$ cat src/rtl/column_scheduler.sv
// Game sequencer for the falling-letter board: shared move-down tick, round-robin
// spawning into free columns, key-to-column routing, scoring and game-over detection.
//
// state  | meaning
// S_IDLE | after reset, waiting for start; keys and bottom hits ignored
// S_PLAY | game running: ticks, spawns, key matches, bottom watch
// S_OVER | a letter hit the bottom; score frozen until the next start
module column_scheduler #(
  parameter int NUM_COLS    = 4,
  parameter int TICK_CYCLES = 50000000,
  parameter int SPAWN_TICKS = 3,
  parameter int SCORE_W     = 8
) (
  input  logic                  clock,
  input  logic                  reset_signal,
  input  logic                  start,
  input  logic                  key_valid,
  input  logic [7:0]            key_code,
  input  logic [NUM_COLS-1:0]   col_active,
  input  logic [NUM_COLS-1:0]   col_bottom,
  input  logic [8*NUM_COLS-1:0] col_letters,
  output logic [NUM_COLS-1:0]   col_spawn,
  output logic [NUM_COLS-1:0]   col_step,
  output logic [NUM_COLS-1:0]   col_clear,
  output logic [SCORE_W-1:0]    score,
  output logic                  game_over,
  output logic                  playing
);

  localparam int PW = $clog2(NUM_COLS);
  localparam int TW = $clog2(TICK_CYCLES);
  localparam int SW = (SPAWN_TICKS > 1) ? $clog2(SPAWN_TICKS) : 1;

  localparam logic [TW-1:0] TICK_LAST  = TW'(TICK_CYCLES - 1);
  localparam logic [SW-1:0] SPAWN_LAST = SW'(SPAWN_TICKS - 1);
  localparam logic [PW:0]   NC         = (PW+1)'(NUM_COLS);
  localparam logic [PW-1:0] COL_LAST   = PW'(NUM_COLS - 1);

  typedef enum logic [1:0] {
    S_IDLE = 2'd0,
    S_PLAY = 2'd1,
    S_OVER = 2'd2
  } state_t;

  state_t                r_state;
  logic [TW-1:0]         r_tick_cnt;
  logic [SW-1:0]         r_spawn_cnt;
  logic [PW-1:0]         r_rr_ptr;
  logic [SCORE_W-1:0]    r_score;
  logic [NUM_COLS-1:0]   r_col_spawn;
  logic [NUM_COLS-1:0]   r_col_step;
  logic [NUM_COLS-1:0]   r_col_clear;
  logic                  r_game_over;
  logic                  r_playing;

  logic                  w_tick;
  logic                  w_free_found;
  logic [PW-1:0]         w_free_idx;
  logic [PW:0]           w_probe;
  logic [PW-1:0]         w_rr_next;
  logic                  w_hit_any;
  logic [NUM_COLS-1:0]   w_hit_onehot;
  logic                  w_start_game;

  assign w_tick       = (r_tick_cnt == TICK_LAST);
  assign w_start_game = start && (r_state != S_PLAY);

  // First inactive column at or after the round-robin pointer, wrapping.
  always_comb begin
    w_free_found = 1'b0;
    w_free_idx   = '0;
    w_probe      = '0;
    for (int k = 0; k < NUM_COLS; k++) begin
      w_probe = {1'b0, r_rr_ptr} + (PW+1)'(k);
      if (w_probe >= NC) w_probe = w_probe - NC;
      if (!w_free_found && !col_active[w_probe[PW-1:0]]) begin
        w_free_found = 1'b1;
        w_free_idx   = w_probe[PW-1:0];
      end
    end
  end

  assign w_rr_next = (w_free_idx == COL_LAST) ? '0 : w_free_idx + 1'b1;

  // Lowest-index active column whose letter equals the typed code.
  always_comb begin
    w_hit_any    = 1'b0;
    w_hit_onehot = '0;
    for (int i = 0; i < NUM_COLS; i++) begin
      if (!w_hit_any && col_active[i] && (col_letters[8*i +: 8] == key_code)) begin
        w_hit_any       = 1'b1;
        w_hit_onehot[i] = 1'b1;
      end
    end
  end

  always_ff @(posedge clock or negedge reset_signal) begin
    if (!reset_signal) begin
      r_state     <= S_IDLE;
      r_tick_cnt  <= '0;
      r_spawn_cnt <= '0;
      r_rr_ptr    <= '0;
      r_score     <= '0;
      r_col_spawn <= '0;
      r_col_step  <= '0;
      r_col_clear <= '0;
      r_game_over <= 1'b0;
      r_playing   <= 1'b0;
    end else begin
      r_col_spawn <= '0;
      r_col_step  <= '0;
      r_col_clear <= '0;
      if (w_start_game) begin
        r_state     <= S_PLAY;
        r_col_clear <= '1;
        r_score     <= '0;
        r_tick_cnt  <= '0;
        r_spawn_cnt <= '0;
        r_rr_ptr    <= '0;
        r_game_over <= 1'b0;
        r_playing   <= 1'b1;
      end else begin
        case (r_state)
          S_PLAY: begin
            if (|col_bottom) begin
              // Everything else pending this cycle, including a key hit, is dropped.
              r_state     <= S_OVER;
              r_game_over <= 1'b1;
              r_playing   <= 1'b0;
            end else begin
              r_tick_cnt <= w_tick ? '0 : r_tick_cnt + 1'b1;
              if (w_tick) begin
                r_col_step <= col_active;
                if (r_spawn_cnt < SPAWN_LAST) begin
                  r_spawn_cnt <= r_spawn_cnt + 1'b1;
                end else if (w_free_found) begin
                  r_col_spawn[w_free_idx] <= 1'b1;
                  r_rr_ptr    <= w_rr_next;
                  r_spawn_cnt <= '0;
                end
              end
              if (key_valid && w_hit_any) begin
                r_col_clear <= w_hit_onehot;
                if (r_score != '1) r_score <= r_score + 1'b1;
              end
            end
          end
          S_IDLE, S_OVER: ;
          default: r_state <= S_IDLE;
        endcase
      end
    end
  end

  assign col_spawn = r_col_spawn;
  assign col_step  = r_col_step;
  assign col_clear = r_col_clear;
  assign score     = r_score;
  assign game_over = r_game_over;
  assign playing   = r_playing;

endmodule

$ cat config.mk
export PLATFORM = sky130hd
export DESIGN_NAME = column_scheduler
export DESIGN_NICKNAME = d
export VERILOG_FILES = /design/src/rtl/column_scheduler.sv
export SDC_FILE = /design/constraint.sdc
export NUM_CORES = 1
export LEC_CHECK = 0
export CAP_MARGIN = 5
export CORE_MARGIN = 10
export CORE_UTILIZATION = 45
export DETAILED_ROUTE_END_ITERATION = 8
export PLACE_DENSITY = 0.78
export SYNTH_ARGS = -nofsm -noshare
export SYNTH_HDL_FRONTEND = slang
export SYNTH_SLANG_ARGS = --single-unit
$ cat constraint.sdc
create_clock -name clock -period 2 [get_ports clock]
set_input_delay 0.4 -clock clock [delete_from_list [all_inputs] [get_ports clock]]
set_output_delay 0.4 -clock clock [all_outputs]
set_load 0.05 [all_outputs]
After elaboration in Yosys (flattened, before gate mapping) --
Cells that the tools add are included.
Word-level totals: logic and storage cells 157, output and inout port bits 22, register bits 54
Operators by class: multiplexer cells 74, reduce and logical (&&, ||, !) cells 37, add/sub/neg operators 11, equality and inequality tests 14, magnitude comparators 11
Operators with widths (count):
- 26-bit two-way mux | 4
- 4-bit two-way mux | 14
- 2-bit two-way mux | 23
- 8-bit two-way mux | 5
- 8-bit == test | 4
- 26-bit by 1-bit adder with 26-bit output, second input constant | 1
- 26-bit == test, second input constant | 1
- 1-bit two-way mux | 22
- 2-bit by 3-bit < comparator with 1-bit output, second input constant | 5
- 1-bit logical AND | 13
- 2-bit nonzero test | 6
- 3-bit greater-or-equal comparator, second input constant | 3
- 8-bit by 1-bit adder with 8-bit output, second input constant | 1
- 1-bit binary-select mux with 2-bit select | 4
- 1-bit zero test | 8
- 8-bit inequality test, second input constant | 1
- 4-bit AND reduction | 2
- 2-bit by 1-bit subtractor with 2-bit output, second input constant | 4
- 2-bit by 2-bit adder with 3-bit output, second input constant | 2
- 2-bit inequality test, second input constant | 3
- 2-bit AND reduction | 3
- 5-bit AND reduction | 1
- 2-bit by 1-bit adder with 2-bit output, second input constant | 2
- 2-bit == test, second input constant | 2
- other kinds (13) | 13

Depth between registers and ports, before layout --
depth in word-level cells 24, gate-level depth with buffers 8, gate-level depth less buffers 8

Worst setup path before layout --
OpenSTA, ideal clock, no wires.
path type register to register, start register r_score[0], in the netlist score[0], end register r_score[1], in the netlist score[1], required time 1880 ps, cell stages (with the launch flop) 7, path buffers 1, setup time 120 ps, arrival 1969 ps, clock period less this slack 2089 ps, path slack -89 ps, path through dfrtp_1 ha_1 and3_1 a31oi_1 clkbuf_1 nand2_1 a31o_2
On the way: longest elaborated chain between the ends 6
RTL lines:
- from (decl) | RTL line 49 | logic [SCORE_W-1:0] r_score;
- from (signal assigned) | RTL line 144 | if (r_score != '1) r_score <= r_score + 1'b1;
- 8-bit by 1-bit adder with 8-bit output | RTL line 144
- 8-bit two-way mux | RTL line 144
- 8-bit two-way mux | RTL line 142 | if (key_valid && w_hit_any) begin
- 8-bit two-way mux | RTL line 125 | if (|col_bottom) begin
- 8-bit two-way mux | RTL line 123 | case (r_state)
- 8-bit two-way mux | RTL line 113 | if (w_start_game) begin
Several ways; a longest one is shown, not always the timed one. The select of a mux whose other input is x is not followed. A chain may end at the register's enable or synchronous reset.

Worst setup path after layout --
start input port col_letters[27], end register r_score[6], in the netlist score[6]
On the way: longest elaborated chain between the ends 6
RTL lines:
- from (decl) | RTL line 21 | input logic [8*NUM_COLS-1:0] col_letters,
- 8-bit == test | RTL line 90 | if (!w_hit_any && col_active[i] && (col_letters[8*i +: 8] == key_code)) begin
- 1-bit logical AND | RTL line 90
- 1-bit two-way mux | RTL line 90
- 1-bit logical AND | RTL line 142
- 2-bit nonzero test (no line)
- 4-bit AND reduction (no line)
No other way between the ends.

==> flow_metrics.tcl <==
set metrics [dict create \
    rows 29 \
    root_buffer "clkbuf_8" \
    crit_path_end_kind "flip-flop" \
    rsz0062_at_grt "true" \
    grt.overflow.total 0 \
    finalCriticalPeriod_ns 2.04 \
    dr.pass1.iters 4 \
    detail_route.wl_per_cell_um 15.4 \
    dpl.cell_count 507 \
    fill_cells 463 \
    drt_iter0_drc 101 \
    netlist_area_mm2 0.00306 \
    maxCapViolCount 0 \
    pre_cts_slack_ns -0.538 \
    critPathMaxFanout 4 \
    cts_tree "yes" \
    cpMaxStageDelayCell "clkdlybuf4s50_1" \
    start_util 0.473 \
    gr-usage-all-layers 0.154 \
    yosysWarningCount 0 \
    hold_viol_final 0 \
    startpoint "col_letters[27]" \
    worst_ep_required_time_ns 2.24 \
    grt_pass1_vias 2853 \
    area_growth_pct 48.4 \
    worst_skew_pair.late_latency_ns 0.30 \
    path_cells "clkdlybuf4s50_1 > xor2_1 > nor4_1 > nand4_1 > and4_4 > or3_4 > a21oi_2" \
    start_kind "input port" \
    drive_gt1_frac 0.237 \
    cts_made_buffers 5 \
    path_clk_slew_ns 0.09 \
    drv_slew 0 \
    seq_area_frac_synth 0.442 \
    drt-total-wl_um 8160 \
    fin_nets 508 \
    setup_ws_ns -0.0416 \
    rr_endpoint "score[6]" \
    p_leak_nw 2.22 \
    die_w_um 102 \
    place_congestion 0.809 \
    powerDensity_mw_per_mm2 525 \
    grt_max_degree 55 \
    fp.dieH_um 102 \
    drc_errors 0 \
    holdWs_ns 0.0707 \
    ir_drop_uv 415 \
    grtUsageMet1 0.173 \
    grt_use_met2 0.267 \
    num_vias 2842 \
    ys_types 43 \
    ys.flop_type "dfrtp_1" \
    r2r_setup_slack_ns 0.06 \
    async_reset_ff_frac 1.00 \
    core_mm2 0.00646 \
    syn_avg_cell_area_um2 9.65 \
    final_cells 528 \
    synth-edff-count 0 \
    die-area_mm2 0.0105 \
    status "complete, but fails checks" \
    cts_hold_buffers 0 \
    fin_crit_sh 1.02 \
    fmax_mhz 490 \
    htree_levels 2 \
    r2r-start "score[0]" \
    fin_util 0.702 \
    grt_antenna_before_repair 0 \
    cts.sinks 54 \
    syn_inst 317 \
    ioPinCount 74 \
    clk_path_buf_depth 2 \
    clock_skew_ns 0.00418 \
    crit_path_max_incr_delay_ns 0.44 \
    top_usage_layer "met2" \
    violations "negative setup slack" \
    vias_per_cell 5.38 \
    cp_data_arrival_time_ns 2.28 \
    dp_hpwl_um 6290 \
    worst-setup-path-type "in2reg" \
    crit_family "simple AND/OR/NAND/NOR gates" \
    ant_nets 0 \
    critPathBufInv 1 \
    synthesis.nets 375 \
    total_power_mw 2.38 \
    synth-seq-cells 54 \
    hold_path_class "in2async" \
    grt_pass1_wl_um 13200 \
    io_buffers 73 \
    globalRouteMet3Util 0.0540 \
    worstRegToRegCells 6 \
    diodes 0 \
    tightest_slew_ns 0.527 \
    setup-violations-final 3 \
    relSlewSlack 0.648 \
]
## power breakdown
group          switching, mW  total (mW)  leakage, nW  internal (mW)
Sequential            0.0146        1.13        0.739           1.12
Combinational          0.290       0.533         1.42          0.243
Clock                  0.348       0.717       0.0579          0.369
## kinds of logic (layout without fill, tap and decap cells)
kind of cell	after synthesis	after routing	synth area share
adder cells (fa/ha/maj)	6	6	0.0245
multiplexers	5	5	0.0209
AND/OR/NAND/NOR	150	150	0.266
flip-flops	54	54	0.442
XOR/XNOR	53	53	0.152
AO/OA/AOI/OAI	36	36	0.0753
buffers and inverters	13	147	0.0192
## worst max-delay path by stage
| stage | depth (start not counted) | slack, ns | endpoint |
|---|---|---|---|
| floorplan | 6 | 0.006 | r_tick_cnt[17] |
| CTS | 5 | 0.0002 | r_spawn_cnt[0] |
| finish | 7 | -0.04 | score[6] |
| global route | 9 | -0.11 | score[3] |
| global placement | 7 | -0.49 | score[6] |
| detailed placement | 8 | -0.54 | score[6] |
## layout by cell type (no fill, tap or decap), drive strengths merged, types with 6 or more instances in the layout
cell,netlist,layout
inv,6,6
and2,10,10
a31oi,6,6
nand2,26,26
xor2,38,38
nand3,14,14
a21oi,6,6
dlymetal6s2s,0,12
buf,4,68
dfrtp,54,54
or3,6,6
ha,6,6
and3,10,10
o21ai,12,12
nor4,6,6
dlygate4sd2,0,8
nor3,8,8
nand4,17,17
clkbuf,3,7
clkdlybuf4s50,0,41
xnor2,15,15
nor2,37,37
## timing repair
action                                  in CTS  in global routing
pin swaps                                    7                 25
setup buffers                                2                 11
gates resized for setup                     16                 42
endpoints found under the setup margin      18                 38
## stage by stage
step / cell area (um2) / setup TNS (ns)
finish: 4540 / -0.0731
global route: 4540 / -0.490
global placement: 4210 / -12.50
floorplan: 3060 / 0
CTS: 4330 / 0
detailed placement: 4210 / -13.31
## cell type report
cell class | count | area (um2) | area share
multi-input combinational | 250 | 1760 | 0.387
sequential | 54 | 1350 | 0.298
timing repair buffer | 133 | 1200 | 0.265
tap | 77 | 96.3 | 0.0212
clock buffer | 5 | 68.8 | 0.0152
clock inverter | 3 | 40.0 | 0.00883
inverter | 6 | 22.5 | 0.00496
## worst register-to-register path: stages (launching register included)
cell and delay, ns:
dfrtp_2 0.44, ha_1 0.23, and3_1 0.24, a31oi_2 0.30, nand4_1 0.17, or3_4 0.35, a21oi_2 0.14
## synth_stat cells (2+ instances only)
| library cell | count | share of area |
|---|---|---|
| dfrtp_1 | 54 | 0.44 |
| nor4_4 | 2 | 0.014 |
| nand4_1 | 17 | 0.035 |
| o21ai_0 | 12 | 0.020 |
| o21a_1 | 2 | 0.0049 |
| and4_1 | 4 | 0.011 |
| and3_1 | 10 | 0.020 |
| a31oi_1 | 6 | 0.012 |
| nor2_1 | 37 | 0.045 |
| nor3_1 | 8 | 0.013 |
| xnor2_1 | 15 | 0.043 |
| inv_1 | 6 | 0.0074 |
| a21oi_1 | 6 | 0.0098 |
| ha_1 | 6 | 0.025 |
| nand2_1 | 25 | 0.031 |
| a21o_1 | 2 | 0.0049 |
| nor4b_1 | 3 | 0.0086 |
| mux2i_1 | 3 | 0.0098 |
| buf_2 | 2 | 0.0033 |
| or2_2 | 2 | 0.0041 |
| and2_1 | 9 | 0.018 |
| nor4_1 | 4 | 0.0082 |
| a41o_1 | 4 | 0.013 |
| or3_1 | 6 | 0.012 |
| clkbuf_1 | 3 | 0.0037 |
| xor2_1 | 38 | 0.11 |
| nand2b_1 | 2 | 0.0041 |
| nand3_1 | 14 | 0.023 |
## registers in the layout, indices dropped and copies added (netlist names)
signal	cells
col_clear	4
playing	1
col_step	4
r_tick_cnt	26
score	8
game_over	1
r_spawn_cnt	2
r_state	2
r_rr_ptr	2
col_spawn	4
## metal layers
layer  up-vias  share of wire  wire length (um)
li1       1375              -                 -
met4         0          0.018               148
met5         -              0                 0
met3        17          0.076               620
met2        89           0.51              4180
met1      1361           0.39              3210
No activity file was read; power rests on OpenSTA's default activity.
